`src/rtl/spawn_pkg.sv`:
```
// Shared types and constants for the spawn scheduler slice.
package spawn_pkg;

  localparam int unsigned RAND_W   = 4;
  localparam int unsigned RAND_MAX = 9;
  localparam int unsigned CNT_W    = 8;
  localparam int unsigned SKIP_W   = 8;

  typedef enum logic [2:0] {
    IDLE,
    ROLL,
    SETTLE,
    LOAD,
    WAIT,
    REQ,
    NEXT
  } sched_state_t;

  // Random bank digits are nominally 0..9; anything larger is treated as 9.
  function automatic logic [RAND_W-1:0] clamp_rnd(input logic [RAND_W-1:0] v);
    return (v > RAND_W'(RAND_MAX)) ? RAND_W'(RAND_MAX) : v;
  endfunction

endpackage

```
`src/rtl/spawn_delay_counter.sv`:
```
// Frame-delay down-counter: loaded once per turn, decremented on frame ticks.
module spawn_delay_counter
  import spawn_pkg::*;
(
  input  logic             clk,
  input  logic             resetN,
  input  logic             load,
  input  logic [CNT_W-1:0] load_val,
  input  logic             tick,
  output logic             zero_c
);

  logic [CNT_W-1:0] count;

  // Load has priority; decrement stops at zero.
  always_ff @(posedge clk or negedge resetN) begin
    if (!resetN) begin
      count <= '0;
    end else if (load) begin
      count <= load_val;
    end else if (tick && (count != '0)) begin
      count <= count - CNT_W'(1);
    end
  end

  assign zero_c = (count == '0);

endmodule

```
`src/rtl/spawn_scheduler.sv`:
```
// Rolls the random bank, latches a draw and issues timed round-robin spawn requests.
module spawn_scheduler
  import spawn_pkg::*;
#(
  parameter int unsigned NUMBERS    = 3,
  parameter int unsigned MIN_FRAMES = 8,
  parameter int unsigned FRAME_STEP = 4
) (
  input  logic                      clk,
  input  logic                      resetN,
  input  logic                      enable,
  input  logic                      startOfFrame,
  input  logic [NUMBERS*RAND_W-1:0] randomNumbers,
  input  logic [NUMBERS-1:0]        slotBusy,
  input  logic [NUMBERS-1:0]        spawnAck,
  output logic                      randTrigger,
  output logic [NUMBERS-1:0]        spawnReq,
  output logic [RAND_W-1:0]         spawnParam,
  output logic [SKIP_W-1:0]         skipCount
);

  localparam int unsigned SLOT_W = (NUMBERS > 1) ? $clog2(NUMBERS) : 1;

  sched_state_t state, state_d;

  logic [SLOT_W-1:0]              slot, slot_d, slot_inc;
  logic                           settle_cnt, settle_d;
  logic [RAND_W-1:0]              param_reg, param_d, spawn_param_d;
  logic                           rand_trig_d;
  logic [NUMBERS-1:0]             spawn_req_d, slot_onehot;
  logic [SKIP_W-1:0]              skip_d, skip_inc;
  logic [NUMBERS-1:0][RAND_W-1:0] rnd_arr;
  logic [RAND_W-1:0]              rnd_cur;
  logic [CNT_W-1:0]               delay_val;
  logic                           cnt_load_c, cnt_tick_c, cnt_zero_c;

  // Slot arithmetic, saturating skip increment and delay computation.
  assign rnd_arr     = randomNumbers;
  assign slot_inc    = (slot == SLOT_W'(NUMBERS - 1)) ? '0 : slot + SLOT_W'(1);
  assign slot_onehot = NUMBERS'(1) << slot;
  assign skip_inc    = (skipCount == '1) ? skipCount : skipCount + SKIP_W'(1);
  assign rnd_cur     = clamp_rnd(rnd_arr[slot]);
  assign delay_val   = CNT_W'(MIN_FRAMES + FRAME_STEP * 32'(rnd_cur));

  spawn_delay_counter u_delay (
    .clk      (clk),
    .resetN   (resetN),
    .load     (cnt_load_c),
    .load_val (delay_val),
    .tick     (cnt_tick_c),
    .zero_c   (cnt_zero_c)
  );

  // State register.
  always_ff @(posedge clk or negedge resetN) begin
    if (!resetN) begin
      state <= IDLE;
    end else begin
      state <= state_d;
    end
  end

  // Next-state logic and next values of all registered outputs.
  always_comb begin
    state_d       = state;
    slot_d        = slot;
    settle_d      = settle_cnt;
    param_d       = param_reg;
    skip_d        = skipCount;
    spawn_param_d = spawnParam;
    rand_trig_d   = 1'b0;
    spawn_req_d   = '0;
    cnt_load_c    = 1'b0;
    cnt_tick_c    = 1'b0;

    if (!enable) begin
      state_d = IDLE;
    end else begin
      case (state)
        IDLE: begin
          state_d = ROLL;
        end
        ROLL: begin
          settle_d = 1'b0;
          state_d  = SETTLE;
        end
        SETTLE: begin
          if (settle_cnt) begin
            state_d = LOAD;
          end else begin
            settle_d = 1'b1;
          end
        end
        LOAD: begin
          cnt_load_c = 1'b1;
          param_d    = rnd_arr[slot_inc];
          state_d    = WAIT;
        end
        WAIT: begin
          if (cnt_zero_c) begin
            if (slotBusy[slot]) begin
              skip_d  = skip_inc;
              state_d = NEXT;
            end else begin
              state_d = REQ;
            end
          end else begin
            cnt_tick_c = startOfFrame;
          end
        end
        REQ: begin
          // Ack beats a simultaneous busy: the object was accepted.
          if (spawnAck[slot]) begin
            state_d = NEXT;
          end else if (slotBusy[slot]) begin
            skip_d  = skip_inc;
            state_d = NEXT;
          end
        end
        NEXT: begin
          slot_d  = slot_inc;
          state_d = ROLL;
        end
        default: begin
          state_d = IDLE;
        end
      endcase
    end

    rand_trig_d = (state_d == ROLL);
    if (state_d == REQ) begin
      spawn_req_d   = slot_onehot;
      spawn_param_d = param_reg;
    end
  end

  // Datapath and output registers.
  always_ff @(posedge clk or negedge resetN) begin
    if (!resetN) begin
      slot        <= '0;
      settle_cnt  <= 1'b0;
      param_reg   <= '0;
      randTrigger <= 1'b0;
      spawnReq    <= '0;
      spawnParam  <= '0;
      skipCount   <= '0;
    end else begin
      slot        <= slot_d;
      settle_cnt  <= settle_d;
      param_reg   <= param_d;
      randTrigger <= rand_trig_d;
      spawnReq    <= spawn_req_d;
      spawnParam  <= spawn_param_d;
      skipCount   <= skip_d;
    end
  end

endmodule

```
`config.mk`:
```
export PLATFORM = sky130hd
export DESIGN_NAME = spawn_scheduler
export DESIGN_NICKNAME = d
export VERILOG_FILES = /design/src/rtl/spawn_pkg.sv /design/src/rtl/spawn_delay_counter.sv /design/src/rtl/spawn_scheduler.sv
export SDC_FILE = /design/constraint.sdc
export NUM_CORES = 1
export LEC_CHECK = 0
export CORE_MARGIN = 2
export CORE_UTILIZATION = 46
export CTS_CLUSTER_SIZE = 12
export DETAILED_ROUTE_END_ITERATION = 10
export PLACE_DENSITY = 0.76
export SYNTH_ARGS = -nofsm -noshare
export SYNTH_HDL_FRONTEND = slang
export SYNTH_SLANG_ARGS = --single-unit
```
`constraint.sdc`:
```
create_clock -name clk -period 2.3 [get_ports clk]
set_input_delay 0.575 -clock clk [delete_from_list [all_inputs] [get_ports clk]]
set_output_delay 0.575 -clock clk [all_outputs]
set_load 0.005 [all_outputs]
```
# --- Word level (Yosys, flattened, before mapping) ---
# Cells that the tools add are included.
# W data, S select, Z words.
classes:
  n_reduce_logical: 12
  n_lt_le_gt_ge: 3
  add_sub_neg: 4
  shifts: 1
  eq_ne: 12
  muxes: 31
op_table:
  columns: ["cell", "count"]
  rows:
  - ["$mux W8", 6]
  - ["$mux W3", 6]
  - ["$pmux W3 S6", 1]
  - ["$bmux W4 S2", 2]
  - ["$pmux W8 S2", 1]
  - ["$eq A3 B3 Y1 const B", 4]
  - ["$mux W4", 3]
  - ["$add A8 B1 Y8 const B", 1]
  - ["$eq A8 B8 Y1 const B", 1]
  - ["$logic_not A8 Y1", 1]
  - ["$reduce_bool A8 Y1", 1]
  - ["$sub A8 B1 Y8 const B", 1]
  - ["$add A4 B6 Y7 const A", 1]
  - ["$mux W1", 7]
  - ["$eq A3 B1 Y1 const B", 2]
  - ["$eq A3 B2 Y1 const B", 2]
  - ["$lt A2 B3 Y1 const B", 2]
  - ["$reduce_and A2 Y1", 3]
  - ["$reduce_bool A2 Y1", 3]
  - ["$bmux W1 S2", 2]
  - ["$gt A4 B4 Y1 const B", 1]
  - ["$mux W2", 2]
  - ["$ne A2 B2 Y1 const B", 2]
  - ["$reduce_and A4 Y1", 1]
  - ["other kinds (7)", 7]
word_totals:
  wordCells: 72
  out_inout_bits: 16
  in_bits: 22
  register_bits: 34

# --- Logic depth before layout (Yosys ltp) ---
# Gate-level depths: netlist of the first run.
logic_depth:
  ltp_word: 8
  ltp_mapped: 9
  mapped_depth_nobuf: 7

# --- Modules after synthesis ---
# Synthesis of the first run repeated with hierarchy kept, for this count alone.
hier_totals:
  hier_cells: 199
  hier_area_um2: 1995.7
by_module_without_submodules:
  columns: ["module", "area_each_um2", "cells_each", "instances", "seq_area_each_um2"]
  rows:
  - ["spawn_scheduler", 1467.7, 141, 1, 650.6]
  - ["spawn_delay_counter", 528.0, 58, 1, 200.2]

# --- Worst setup path before layout of the first run ---
# No wires, ideal clock.
synth_timing:
  kind: "register -> register"
  from: "reg u_delay.count[0]"
  to: "reg spawnParam[0]"
  setup_slack_ps: 29
  synth_period_minus_slack_ps: 2271
  setup_ps: 125
  arrival_time_ps: 2147
  path_stages_with_launch: 8
  path_cell_list: "dfrtp_1 > inv_1 > ha_1 > nor3b_1 > a21oi_1 > o32a_2 > a211oi_4 > mux2_2"
synth_between:
  elab_chain_cells: 5
synth_rtl:
  columns: ["element", "line_no", "source"]
  rows:
  - ["start, declared", "spawn_delay_counter.sv:13", "logic [CNT_W-1:0] count;"]
  - ["start signal, assigned", "spawn_delay_counter.sv:20", "count <= load_val;"]
  - ["start signal, assigned", "spawn_delay_counter.sv:22", "count <= count - CNT_W'(1);"]
  - ["$logic_not A8 Y1", "spawn_delay_counter.sv:26", "assign zero_c = (count == '0);"]
  - ["$mux W3", "spawn_scheduler.sv:100", "if (cnt_zero_c) begin"]
  - ["$pmux W3 S6", "spawn_scheduler.sv:79", "case (state)"]
  - ["$mux W3", "spawn_scheduler.sv:76", "if (!enable) begin"]
  - ["$eq A3 B3 Y1", "spawn_scheduler.sv:131", "if (state_d == REQ) begin"]
  - ["end signal, assigned", "spawn_scheduler.sv:153", "spawnParam <= spawn_param_d;"]
  - ["end, declared", "spawn_scheduler.sv:18", "output logic [RAND_W-1:0] spawnParam,"]
# No other way between the ends.
# A chain may end at the register's enable or synchronous reset.

# --- Final worst setup path of the first run ---
layout_timing:
  from: "reg slot[1]"
  to: "reg spawnParam[3]"
layout_between:
  elab_chain_cells: 7
  elab_cells_between_ends: 11
  classes_between: "eq/ne: 1; mux: 10"
layout_rtl:
  columns: ["element", "line_no", "source"]
  rows:
  - ["start, declared", "spawn_scheduler.sv:26", "logic [SLOT_W-1:0] slot, slot_d, slot_inc;"]
  - ["start signal, assigned", "spawn_scheduler.sv:148", "slot <= slot_d;"]
  - ["$bmux W1 S2", "spawn_scheduler.sv:101, spawn_scheduler.sv:115", null]
  - ["$mux W1 (implied by the code)", "spawn_scheduler.sv:101, spawn_scheduler.sv:115", null]
  - ["$mux W3 / $mux W2 (equally long branches)", "spawn_scheduler.sv:115, spawn_scheduler.sv:101", null]
  - ["$mux W3 (on tied branches)", "spawn_scheduler.sv:113, spawn_scheduler.sv:100", null]
  - ["$pmux W3 S6 (*)", "spawn_scheduler.sv:79", null]
  - ["$mux W3 (*)", "spawn_scheduler.sv:76", null]
  - ["$eq A3 B3 Y1 (*)", "spawn_scheduler.sv:131", null]
# Mark *: on every way between the ends. The rest lies on a longest branch, timed or not. The select of a mux whose other input is x is not followed.

==> results.md, run 1 <==
| Metric | This run |
|---|---|
| Area of the core | 3970 um2 |
| Vias in the first global route | 1507 |
| Power Density | 989 nW/um2 |
| Worst R2R Start | slot[1] |
| Number of nets in the synthesized netlist | 206 |
| Maximum number of pins on one net before global-route repair | 35 |
| Vias/cell | 5.32 |
| GRT Residual Overflow | 0 |
| Synthesized area divided by synthesized cell count | 10.4 um2 |
| Arrival time at the worst endpoint | 2.43 ns |
| Fraction of layout cells with a size suffix above 1 | 24.3% |
| Launch point of the critical path | slot[1] |
| Area added between synthesis and finish | 39.4% |
| Portion of the post-synthesis area used by sequential elements | 45.4% |
| Warnings, synthesis | 0 |
| Fraction of registers with async set or reset after synthesis | 100% |
| Netlist area before placement | 1870 um2 |
| Horiz. Die Dim | 67.8 um |
| Wirelength, routed | 4250 um |
| Primary flip-flop cell chosen by synthesis mapping | sky130_fd_sc_hd__dfrtp_1 |
| CP Class | register to register |
| Post-synth EDFFs | 0 |
| Hold violation total from the final report | 0 |
| Maximum buffer depth of the clock tree | 2 |
| Worst Path Required | 2.48 ns |
| Run status | finished, final reports clean |
| Largest clock skew in the final design | 0.0101 ns |
| Top Ports | 38 |
| Leading cell types in the layout, fill and taps excluded | sky130_fd_sc_hd__clkdlybuf4s50_1 (35), sky130_fd_sc_hd__dfrtp_1 (33), sky130_fd_sc_hd__buf_4 (25), sky130_fd_sc_hd__nor2_1 (17), sky130_fd_sc_hd__nand2_1 (13) |
| Leakage power of the design | 1.14 nW |
| Max-Slew Margin vs Limit | 71.7% |
| Post-route cell area | 2610 um2 |
| Highest achievable clock rate | 444 MHz |
| Residual DRC count | 0 |
| First-pass GRT wire length | 7020 um |
| Overall via count from detail_route | 1559 |
| Total GRT Usage | 20.8% |
| Total of flip-flops plus latches after synthesis | 34 |
| Placed cell areas | 2440 um2 |
| Post-DR wirelength/cell | 14.5 um |
| Number of standard cells after synthesis | 180 |
| Power, Total | 0.00258 W |
| Pin slew with the least headroom to its limit | 0.424 ns |
| Antenna diode count | 0 |
| Type of destination of the critical path | register |
| Peak ir drop on the vdd network | 0.542 mV |
| R2R depth | 5 |
| FF-to-FF setup slack | 0.05 ns |
| Final slew viol count | 0 |
| CTS H-Tree Depth | 2 |
| Placement row count | 23 |
| Worst setup path endpoint | spawnParam[3] |
| Clock transition at path regs | 0.07 ns |
| Initial antenna violation count | 0 |
| Registers with the highest flip-flop counts | skipCount x8, u_delay.count x8 |
| Clock sink total | 34 |
| Util after Layout | 65.8% |
| RSZ-0062 raised after global routing | no |
| Number of library cell types mapped by synthesis | 42 |
| Total clock buffers created by CTS | 5 |
| Filler instances | 333 |
| Max-cap violation count | 0 |
| Number of input and output port buffers inserted | 37 |
| Hold crit path type | register to register |
| Post-detail-place hpwl | 3080 um |
| Drt pass-1 iters | 4 |
| Latest clock arrival within the worst-skew pair | 0.29 ns |
| RePlAce Congestion | 0.822 |
| Area enclosed by the die boundary | 4600 um2 |
| Tcrit/Tclk final | 97.9% |
| Initial Utilization | 47.2% |
| Hold-critical path depth | 2 |
| Starting DRC count in detailed routing | 63 |
| NumNets Final | 268 |
| Destination of the worst register-to-register timing path | spawnParam[3] |
| Final critical-path required period | 2.25 ns |
| Worst setup SP type | register |
| Antenna Nets Post-Route | 0 |
| Cell at the root of the clock tree | sky130_fd_sc_hd__clkbuf_8 |
| Setup violation total in the final timing report | 0 |
| TritonCTS clock tree | yes |
| Critical path fanouts, max | 6 |
| Most common cell after layout, fill and taps aside | sky130_fd_sc_hd__clkdlybuf4s50_1 |
| DIE HEIGHT | 67.8 um |
## cell usage after synthesis (2+ instances only)
library cell | number | area (um2)
sky130_fd_sc_hd__and2_2 | 2 | 15.0
sky130_fd_sc_hd__mux2_2 | 11 | 124
sky130_fd_sc_hd__o2bb2ai_1 | 2 | 17.5
sky130_fd_sc_hd__nor2_1 | 17 | 63.8
sky130_fd_sc_hd__nand4_1 | 7 | 43.8
sky130_fd_sc_hd__ha_1 | 4 | 50.1
sky130_fd_sc_hd__nor2b_1 | 3 | 18.8
sky130_fd_sc_hd__a22oi_1 | 4 | 30.0
sky130_fd_sc_hd__xnor2_1 | 8 | 70.1
sky130_fd_sc_hd__nand3_1 | 6 | 30.0
sky130_fd_sc_hd__clkbuf_1 | 5 | 18.8
sky130_fd_sc_hd__nand2_1 | 13 | 48.8
sky130_fd_sc_hd__dfrtp_1 | 34 | 851
sky130_fd_sc_hd__o21ai_0 | 11 | 55.1
sky130_fd_sc_hd__and3_1 | 4 | 25.0
sky130_fd_sc_hd__inv_1 | 4 | 15.0
sky130_fd_sc_hd__xor2_1 | 6 | 52.6
sky130_fd_sc_hd__buf_6 | 2 | 22.5
sky130_fd_sc_hd__a21oi_1 | 9 | 45.0
sky130_fd_sc_hd__mux2i_1 | 6 | 60.1
## worst max-delay path, cell delays in order (launching register included)
cell,delay [ns]
sky130_fd_sc_hd__dfrtp_2,0.46
sky130_fd_sc_hd__mux2_4,0.32
sky130_fd_sc_hd__a221o_1,0.36
sky130_fd_sc_hd__o32a_2,0.24
sky130_fd_sc_hd__a211oi_4,0.37
sky130_fd_sc_hd__mux2_2,0.39
## logic make-up after synthesis
logic type,synth area share [%]
simple gates,17.0
buf+inv,3.27
compound gates,14.5
mux,10.6
flops,45.4
fa+ha+maj,2.67
xor+xnor,6.54
## stage by stage
stage | setup slack [ns] | hold WS (ns) | TNS [ns] | instances
4_1_cts | 0.0435 | 0.498 | 0 | 293
6_report | 0.0478 | 0.492 | 0 | 293
5_1_grt | 0.00482 | 0.543 | 0 | 293
3_3_place_gp | -0.333 | 0.470 | -4.04 | 283
2_1_floorplan | 0.0286 | 0.279 | 0 | 180
3_5_place_dp | -0.355 | 0.472 | -4.32 | 283
## power by group
| part | switching [W] | total [W] | internal, W |
|---|---|---|---|
| Sequential | 0.000150 | 0.000911 | 0.000761 |
| Clock | 0.000226 | 0.000660 | 0.000434 |
| Combinational | 0.000471 | 0.00101 | 0.000543 |
| Total | 0.000847 | 0.00258 | 0.00174 |
## worst min path at each step
stage,from,to,slack [ns]
2_1_floorplan,resetN,param_reg[0],0.28
3_3_place_gp,param_reg[3],param_reg[3],0.47
3_5_place_dp,param_reg[1],param_reg[1],0.47
4_1_cts,param_reg[1],param_reg[1],0.50
5_1_grt,param_reg[1],param_reg[1],0.54
6_report,param_reg[1],param_reg[1],0.49
## repair_timing
item | 4_1_cts | 5_1_grt
setup endpoints to repair | 9 | 7
cloned | 0 | 0
setup buffers | 2 | 0
resized for setup | 4 | 3
hold buffers | 0 | 0
endpoints found under the hold margin | 0 | 0
pin swaps | 4 | 3
## metal layers
metal	GRT usage (%)	share of wire [%]	up-vias
met5	0	0	-
met4	10.0	1.8	0
met3	3.62	4.7	8
met2	34.2	48	44
met1	26.7	46	744
li1	-	-	763
## area by class of cell
class | count | area, um2 | area share [%]
tap | 50 | 62.6 | 2.39
inverter | 4 | 15.0 | 0.575
timing repair buffer | 63 | 567 | 21.7
clock inverter | 3 | 68.8 | 2.63
multi-input combinational | 134 | 978 | 37.5
clock buffer | 5 | 68.8 | 2.63
sequential | 34 | 852 | 32.6
Note: power is estimated with default switching activity, not from simulation.
==> run 2: changes to the inputs <==
==> constraint.sdc (replaced) <==
create_clock -name clk -period 1.88 [get_ports clk]
set_input_delay 0.47 -clock clk [delete_from_list [all_inputs] [get_ports clk]]
set_output_delay 0.47 -clock clk [all_outputs]
set_load 0.005 [all_outputs]
==> results.md, run 2 (synthesized netlist as in run 1, its figures left out) <==
| Metric | This run |
|---|---|
| Cell at the root of the clock tree | sky130_fd_sc_hd__clkbuf_8 |
| Post-detail-place hpwl | 3390 um |
| Worst Path Required | 2.07 ns |
| TritonCTS clock tree | yes |
| Maximum buffer depth of the clock tree | 2 |
| Power Density | 1240 nW/um2 |
| Vias/cell | 5.33 |
| RePlAce Congestion | 0.789 |
| Cell type with the highest occurrence count on the critical path | sky130_fd_sc_hd__mux2_4 |
| Placement row count | 23 |
| Registers with the highest flip-flop counts | skipCount x8, u_delay.count x8 |
| Total buffers and inverters traversed by the critical path | 1 |
| Maximum number of pins on one net before global-route repair | 35 |
| Hold crit path type | register to register |
| Series of cell instances along the critical path | mux2_4 > a221o_1 > o32a_4 > a211oi_4 > buf_6 > mux2_4 |
| RSZ-0062 raised after global routing | yes |
| Area of the core | 3970 um2 |
| Run status | finished, violations left |
| Wirelength, routed | 5150 um |
| Latest clock arrival within the worst-skew pair | 0.30 ns |
| Max stage delay on crit path | 0.43 ns |
| Top Ports | 38 |
| Clock transition at path regs | 0.08 ns |
| Peak ir drop on the vdd network | 0.692 mV |
| Post-DR wirelength/cell | 16.2 um |
| Count of hold-fix buffers inserted at cts | 0 |
| Tcrit/Tclk final | 112% |
| Violated checks | negative setup slack |
| Type of destination of the critical path | register |
| Leading cell types in the layout, fill and taps excluded | sky130_fd_sc_hd__buf_4 (46), sky130_fd_sc_hd__clkdlybuf4s50_1 (34), sky130_fd_sc_hd__dfrtp_1 (34), sky130_fd_sc_hd__nor2_1 (17), sky130_fd_sc_hd__nand2_1 (13) |
| Overall via count from detail_route | 1696 |
| Setup violation total in the final timing report | 17 |
| Antenna diode count | 0 |
| GRT Residual Overflow | 0 |
| Most common cell after layout, fill and taps aside | sky130_fd_sc_hd__buf_4 |
| Largest clock skew in the final design | 0.0117 ns |
| DIE HEIGHT | 67.8 um |
| Area enclosed by the die boundary | 4600 um2 |
| Starting DRC count in detailed routing | 91 |
| Antenna Nets Post-Route | 0 |
| Drt pass-1 iters | 4 |
| Leakage power of the design | 1.28 nW |
| Sum Neg Setup Slack | -2.66 ns |
| Worst setup SP type | register |
| Highest achievable clock rate | 477 MHz |
| Critical-path top delay cell | sky130_fd_sc_hd__dfrtp_1 |
| First-pass GRT wire length | 7780 um |
| Initial antenna violation count | 0 |
| Smallest setup slack after layout | -0.217 ns |
| Clock sink total | 34 |
| Fraction of layout cells with a size suffix above 1 | 34.0% |
| Max-Slew Margin vs Limit | 71.0% |
| Initial Utilization | 47.2% |
| Final critical-path required period | 2.10 ns |
| Area added between synthesis and finish | 53.4% |
| Max-cap violation count | 0 |
| Dpl ws | -0.698 ns |
| Critical path fanouts, max | 5 |
| Hold violation total from the final report | 0 |
| CP Class | register to register |
| Residual DRC count | 0 |
| Total GRT Usage | 23.2% |
| Number of input and output port buffers inserted | 37 |
| CTS H-Tree Depth | 2 |
| NumNets Final | 293 |
| Final slew viol count | 0 |
| Arrival time at the worst endpoint | 2.28 ns |
| Horiz. Die Dim | 67.8 um |
| Total clock buffers created by CTS | 5 |
| Top Family by Delay on Critical Path | compound AO/OA/AOI/OAI gates |
| Vias in the first global route | 1742 |
| Pin slew with the least headroom to its limit | 0.435 ns |
==> run 2: changes by cell type in the layout (fill, tap and decap cells not counted), moves of 4 or more <==
cell,previous run,this run
sky130_fd_sc_hd__buf_4,25,46
sky130_fd_sc_hd__buf_6,1,5
sky130_fd_sc_hd__mux2_2,11,6
sky130_fd_sc_hd__mux2_4,1,6
==> run 2: timing repair <==
item | 4_1_cts | 5_1_grt
endpoints found under the setup margin | 17 | 22
pin swaps | 3 | 10
gates resized for setup | 11 | 18
buffers inserted | 3 | 3
gates cloned | 0 | 0
==> run 2: worst paths after layout <==
| path | from | to | slack [ns] | depth (start not counted) |
|---|---|---|---|---|
| worst max-delay path | slot[1] | spawnParam[3] | -0.22 | 6 |
| worst min-delay path | param_reg[2] | param_reg[2] | 0.51 | 2 |
| worst max register to register | slot[1] | spawnParam[3] | -0.22 | 6 |
| worst min register to register | param_reg[2] | param_reg[2] | 0.51 | 2 |
| max in group asynchronous | resetN | state[0] | 0.98 | 2 |
| min in group asynchronous | resetN | spawnReq[1] | 0.59 | 2 |
==> run 2: metal layers <==
| metal | share of wire, % | wire [um] | global-route usage, % | vias to the layer above |
|---|---|---|---|---|
| li1 | - | - | - | 817 |
| met1 | 43 | 2200 | 27.8 | 812 |
| met2 | 50 | 2550 | 39.8 | 54 |
| met3 | 4.7 | 242 | 3.78 | 13 |
| met4 | 3.1 | 159 | 12.8 | 0 |
| met5 | 0 | 0 | 0 | - |
==> run 2: tightest hold or removal path: stages (launching register included) <==
cell	delay, ns
sky130_fd_sc_hd__dfrtp_1	0.36
sky130_fd_sc_hd__nand2_1	0.05
sky130_fd_sc_hd__o21ai_0	0.06
==> run 2: where the power goes <==
| part | total, W | leakage (nW) | switching (W) | internal, W |
|---|---|---|---|---|
| registers | 0.00111 | 0.456 | 0.000177 | 0.000931 |
| clock network | 0.000683 | 0.0504 | 0.000289 | 0.000394 |
| logic | 0.00176 | 0.773 | 0.000775 | 0.000986 |
==> run 2: area by class of cell <==
class	count	area, um2
Sequential cell	34	851
Clock buffer	5	68.8
Fill cell	267	1100
Multi-Input combinational cell	134	1060
Tap cell	50	62.6
Inverter	4	15.0
Clock inverter	3	45.0
Timing Repair Buffer	88	772
==> run 2: metrics by stage <==
stage | util (%) | cell area (um2) | instances | power, W | hold slack (ns)
final | 72.4 | 2880 | 318 | 0.00355 | 0.510
after global routing | 72.4 | 2880 | 318 | 0.00376 | 0.523
after CTS | 70.2 | 2790 | 315 | 0.00332 | 0.508
after detailed placement | 65.7 | 2610 | 304 | 0.00253 | 0.485
after global placement | 65.7 | 2610 | 304 | 0.00248 | 0.467
after floorplan | - | 1880 | 180 | 0.00180 | 0.174
